===== config.mk =====
export PLATFORM = sky130hd
export DESIGN_NAME = traffic_intersection_ctrl
export DESIGN_NICKNAME = d
export VERILOG_FILES = /design/src/rtl/traffic_intersection_ctrl.sv
export SDC_FILE = /design/constraint.sdc
export NUM_CORES = 1
export LEC_CHECK = 0
export ABC_AREA = 0
export CORE_UTILIZATION = 30
export DETAILED_ROUTE_END_ITERATION = 8
export PLACE_DENSITY_LB_ADDON = 0.3
export SYNTH_ARGS = -nofsm -noshare
export SYNTH_HDL_FRONTEND = slang
export SYNTH_SLANG_ARGS = --single-unit

===== constraint.sdc =====
create_clock -name clk -period 2.3 [get_ports clk]
set_input_delay 0.345 -clock clk [delete_from_list [all_inputs] [get_ports clk]]
set_output_delay 0.345 -clock clk [all_outputs]
set_load 0.01 [all_outputs]

===== src/rtl/traffic_intersection_ctrl.sv =====
// rtl/traffic_intersection_ctrl.sv - two-road intersection controller with all-red clearance and demand-driven side road
// Optional pedestrian walk phase is built when TL_PED_EN is defined.
module traffic_intersection_ctrl #(
    parameter int CNT_W       = 8,
    parameter int STARTUP_CYC = 32,
    parameter int A_GREEN_CYC = 20,
    parameter int B_GREEN_CYC = 12,
    parameter int YELLOW_CYC  = 7,
    parameter int ALLRED_CYC  = 2,
    parameter int WALK_CYC    = 8
) (
    input  logic       clk,
    input  logic       reset_n,
    input  logic       enable,
    input  logic       b_sense,
    input  logic       ped_req,
    output logic       a_red,
    output logic       a_yellow,
    output logic       a_green,
    output logic       b_red,
    output logic       b_yellow,
    output logic       b_green,
    output logic       ped_walk,
    output logic       ped_pending,
    output logic [2:0] phase
);

    localparam logic [2:0] S_STARTUP   = 3'd0;
    localparam logic [2:0] S_A_GREEN   = 3'd1;
    localparam logic [2:0] S_A_YELLOW  = 3'd2;
    localparam logic [2:0] S_ALLRED_AB = 3'd3;
    localparam logic [2:0] S_B_GREEN   = 3'd4;
    localparam logic [2:0] S_B_YELLOW  = 3'd5;
    localparam logic [2:0] S_ALLRED_BA = 3'd6;

    logic [2:0]       state_q, state_d;
    logic [CNT_W-1:0] cnt_q, cnt_d;
    logic             b_req_q, b_req_d;
    logic             ped_pending_q, ped_pending_d;
    logic             walk_q, walk_d;

    logic [CNT_W-1:0] dur_m1;
    logic [CNT_W-1:0] walk_m1;
    logic             done;
    logic             enter_b;

    assign walk_m1 = CNT_W'(WALK_CYC - 1);

    always_comb begin
        dur_m1 = '0;
        case (state_q)
            S_STARTUP:   dur_m1 = CNT_W'(STARTUP_CYC - 1);
            S_A_GREEN:   dur_m1 = CNT_W'(A_GREEN_CYC - 1);
            S_A_YELLOW:  dur_m1 = CNT_W'(YELLOW_CYC - 1);
            S_ALLRED_AB: dur_m1 = CNT_W'(ALLRED_CYC - 1);
            S_B_GREEN:   dur_m1 = CNT_W'(B_GREEN_CYC - 1);
            S_B_YELLOW:  dur_m1 = CNT_W'(YELLOW_CYC - 1);
            S_ALLRED_BA: dur_m1 = CNT_W'(ALLRED_CYC - 1);
            default:     dur_m1 = '0;
        endcase
    end

    assign done    = (cnt_q == dur_m1);
    assign enter_b = enable && (state_q == S_ALLRED_AB) && done;

    always_ff @(posedge clk or negedge reset_n) begin
        if (!reset_n) begin
            state_q       <= S_STARTUP;
            cnt_q         <= '0;
            b_req_q       <= 1'b0;
            ped_pending_q <= 1'b0;
            walk_q        <= 1'b0;
        end else begin
            state_q       <= state_d;
            cnt_q         <= cnt_d;
            b_req_q       <= b_req_d;
            ped_pending_q <= ped_pending_d;
            walk_q        <= walk_d;
        end
    end

    always_comb begin
        state_d = state_q;
        cnt_d   = cnt_q;
        if (enable) begin
            cnt_d = done ? '0 : cnt_q + 1'b1;
            case (state_q)
                S_STARTUP:   if (done) state_d = S_A_GREEN;
                // Without demand the dwell simply restarts: main road rests in green.
                S_A_GREEN:   if (done && (b_req_q || ped_pending_q)) state_d = S_A_YELLOW;
                S_A_YELLOW:  if (done) state_d = S_ALLRED_AB;
                S_ALLRED_AB: if (done) state_d = S_B_GREEN;
                S_B_GREEN:   if (done) state_d = S_B_YELLOW;
                S_B_YELLOW:  if (done) state_d = S_ALLRED_BA;
                S_ALLRED_BA: if (done) state_d = S_A_GREEN;
                default: begin
                    state_d = S_STARTUP;
                    cnt_d   = '0;
                end
            endcase
        end
    end

    // Requests latch even while paused; entering B_GREEN serves them and wins over a new set.
    always_comb begin
        b_req_d = enter_b ? 1'b0 : (b_req_q | b_sense);
`ifdef TL_PED_EN
        ped_pending_d = enter_b ? 1'b0 : (ped_pending_q | ped_req);
        walk_d        = walk_q;
        if (enable) begin
            if (enter_b) begin
                walk_d = ped_pending_q;
            end else if ((state_q == S_B_GREEN) && ((cnt_q == walk_m1) || done)) begin
                walk_d = 1'b0;
            end
        end
`else
        ped_pending_d = 1'b0;
        walk_d        = 1'b0;
`endif
    end

`ifndef TL_PED_EN
    logic unused_ped;
    assign unused_ped = ped_req ^ (^walk_m1);
`endif

    always_comb begin
        phase       = state_q;
        a_green     = (state_q == S_A_GREEN);
        a_yellow    = (state_q == S_A_YELLOW);
        a_red       = !(a_green || a_yellow);
        b_green     = (state_q == S_B_GREEN);
        b_yellow    = (state_q == S_B_YELLOW);
        b_red       = !(b_green || b_yellow);
        ped_walk    = walk_q;
        ped_pending = ped_pending_q;
    end

endmodule


==> flow_summary.yaml <==
sta:
  worst_pin_slew_ps: 557
  clock_skew_ps: 2.15
  timing_max_transition_violations_final: 0
  layout_worst_path_cycle_share_pct: 93.0
  timing_hold_violations_final: 0
  hold_slack_ps: 416
  count_of_endpoints_failing_setup_in_the_final_report: 0
  setup_tns_ps: 0
  grt_setup_unrepaired: "no"
  worst_slew_margin_rel_pct: 62.8
  post-route-min-period_ps: 2140
  fmax_mhz: 467
  final.setup.worst_slack_ps: 161
power_and_ir_drop:
  combPwrFrac_pct: 47.9
  worst_ir_drop_vdd_mv: 0.445
  power.share.clock_pct: 16.3
  power.density_nw_per_um2: 979
  internal_power_w: 0.000653
  power.net_switching_w: 0.000441
  power.share.switching_pct: 40.3
  sequentialPowerShare_pct: 35.8
  cellLeakagePower_nw: 0.446
  fin_total_pwr_w: 0.00109
synthesis:
  synth-edff-count: 0
  synthesis.area_per_instance_um2: 8.44
  synth.top_cells.by_count: "12 x dfrtp_1, 9 x nand2_1, 9 x nor2_1"
  synth_cell_types: 44
  mappedNetlistArea_um2: 937
  yosysWarnings: 0
  number_of_synthesized_register_bits: 12
  synthMostInstantiatedCell: "dfrtp_1"
  syn_inst: 111
  ys_dominant_reg_cell: "dfrtp_1"
  synth_largest_area_cell: "dfrtp_1"
  async_reset_ff_share_pct: 100
  synth_top_area_share_pct: 32.0
  synth_sequential_area_ratio_pct: 32.0
  synth.area.top_cells: "dfrtp_1 32%, o21ai_0 4.3%, nand2_1 3.6%"
die:
  height_of_the_chip_um: 57.9
  die-area_um2: 3350
  floorplan.core_area_um2: 2850
  floorplan.initialDensity_pct: 32.9
  num_io_pins: 16
  die_w_um: 57.9
  floorplan.rows: 19
finish:
  drive_gt1_share_pct: 11.4
  antennaDiodeCount: 0
  fill_cells: 300
  num-nets-final: 130
  layout-area-overhead-vs-synth_pct: 19.2
place:
  gp_congestion: 0.787
  dp_hpwl_um: 1590
  port-buffer-count: 12
  pre_cts_ws_ps: 251
routing:
  route.detailed.wl_per_inst_um: 13.6
  route.detailed.vias_per_inst: 5.71
  finalWirelength_um: 2100
  detailroute.via_count: 879
  drc: 0
  drtIter0Drc: 33
  final_antenna_net_count: 0
  first_pass_iters: 4
global_routing:
  grt_pass1_vias: 771
  grt_pass1_wl_um: 3650
  grt.total_usage_pct: 13.9
  maximum_number_of_pins_on_one_net_before_global_route_repair: 15
  grt_overflow_total: 0
  number_of_antenna_violations_at_the_first_check_in_global_routing: 0
critical_path:
  sort_of_element_at_the_end_of_the_critical_path: "primary output"
  cp.buffers_inverters: 2
  critical_path_class: "flip-flop to primary output"
  critical-path-top-delay-family: "buffers and inverters"
  crit_path_max_fanout: 10
  worst_ep_arrival_time_ps: 1790
  critical_path.max_stage_delay_ps: 580
  worstSetupStartpointType: "flip-flop"
  worst-endpoint-required_ps: 1960
  crit_slowest_cell: "clkdlybuf4s50_1"
  timing.critical_path.cells: "inv_1, nor3_1, clkdlybuf4s50_1"
clocking:
  post_cts_buffers: 0
  cts_buffer_depth: 2
  clkTransAtPathRegs_ps: 80
  cts-resized-gates: 0
  postCtsHoldBufs: 0
  clock_sink_count: 12
  h-tree-depth: 1
  cts_buffers: 3
  clkLatencyLatePin_ps: 280
  clock_tree.root_cell: "clkbuf_4"
  cts_tree: "yes"
run_status:
  run_status: "complete, no violations"
worst_hold_path:
  hold_class: "input port to async pin"
flow_run:
  number_of_maximum_capacitance_constraint_violations: 0
-- path summary, 6_finish.rpt --
path                                           start              endpoint  slack, ps  cells past startpoint
worst min-delay path                         reset_n  phase[0]$_DFFE_PN0P_        420                      1
worst min register to register  cnt_q[7]$_DFFE_PN0P_  cnt_q[7]$_DFFE_PN0P_        550                      1
min in group clk                cnt_q[7]$_DFFE_PN0P_  cnt_q[7]$_DFFE_PN0P_        550                      1
worst max register to register  phase[0]$_DFFE_PN0P_  phase[2]$_DFFE_PN0P_        250                      6
max in group asynchronous                    reset_n  cnt_q[2]$_DFFE_PN0P_       1520                      1
worst max-delay path            phase[0]$_DFFE_PN0P_               a_green        160                      3
-- layout by cell type, fill, tap and decap left out, types with 2 or more instances in the layout --
master	netlist	final
dfrtp_1	12	12
clkdlybuf4s50_1	0	12
nand2_1	9	9
nor2_1	9	9
o21ai_0	8	8
buf_4	2	7
nand3_1	6	6
inv_1	5	5
nor3_1	4	4
o21a_1	3	3
o2bb2ai_1	3	3
a21oi_1	3	3
clkbuf_4	0	3
nor3b_1	2	2
or3_1	2	2
nand4_1	2	2
o211ai_1	2	2
mux2i_1	2	2
and3_1	2	2
nand4b_1	2	2
conb_1	1	2
-- power groups by stage --
stage	logic, W	registers (W)	clock network [W]
after detailed placement	0.000529	0.000393	0
final	0.000524	0.000391	0.000178
after floorplan	0.000412	0.000347	0
after global placement	0.000518	0.000394	0
after global routing	0.000589	0.000410	0.000189
after CTS	0.000528	0.000391	0.000182
-- cell type report --
class	count	area [um2]	area share [%]
clock buffer	4	36.3	3.25
inverter	5	18.8	1.68
multi-input combinational	83	551	49.3
sequential	12	300	26.9
tap	31	38.8	3.47
timing repair buffer	19	173	15.5
-- through the flow --
stage | std cells | instance area (um2) | util (%)
floorplan | 112 | 941 | -
global placement | 150 | 1080 | 37.9
detailed placement | 150 | 1080 | 37.9
CTS | 154 | 1120 | 39.2
global route | 154 | 1120 | 39.2
finish | 154 | 1120 | 39.2
-- flip-flops by register name, summed over array words and instances (netlist names) --
register  cells
cnt_q         8
phase         3
b_req_q       1
-- cell families after synthesis --
logic type	share of synthesized area, %
and+or+nand+nor	29.8
AOI/OAI and AO/OA	23.8
buffers and inverters	9.61
DFF	32.0
muxes	2.14
adders and majority gates	1.33
other	0.400
xor gates and xnor gates	0.935
-- routing by layer --
metal / part of all wire, % / vias to the layer above / global-route usage, %
met4: 0.67 / 0 / 3.74
met3: 3.4 / 2 / 3.35
met1: 47 / 428 / 20.0
li1: - / 434 / -
met2: 48 / 15 / 21.0
met5: 0 / - / 0
-- worst reg2reg max path: cells and delay by family, from the launching register on --
kind / cells / cell delay, ps
AOI/OAI and AO/OA: 2 / 540
buffers and inverters: 1 / 160
DFF: 1 / 490
and+or+nand+nor: 3 / 760
Note: power is estimated with default switching activity, not from simulation.
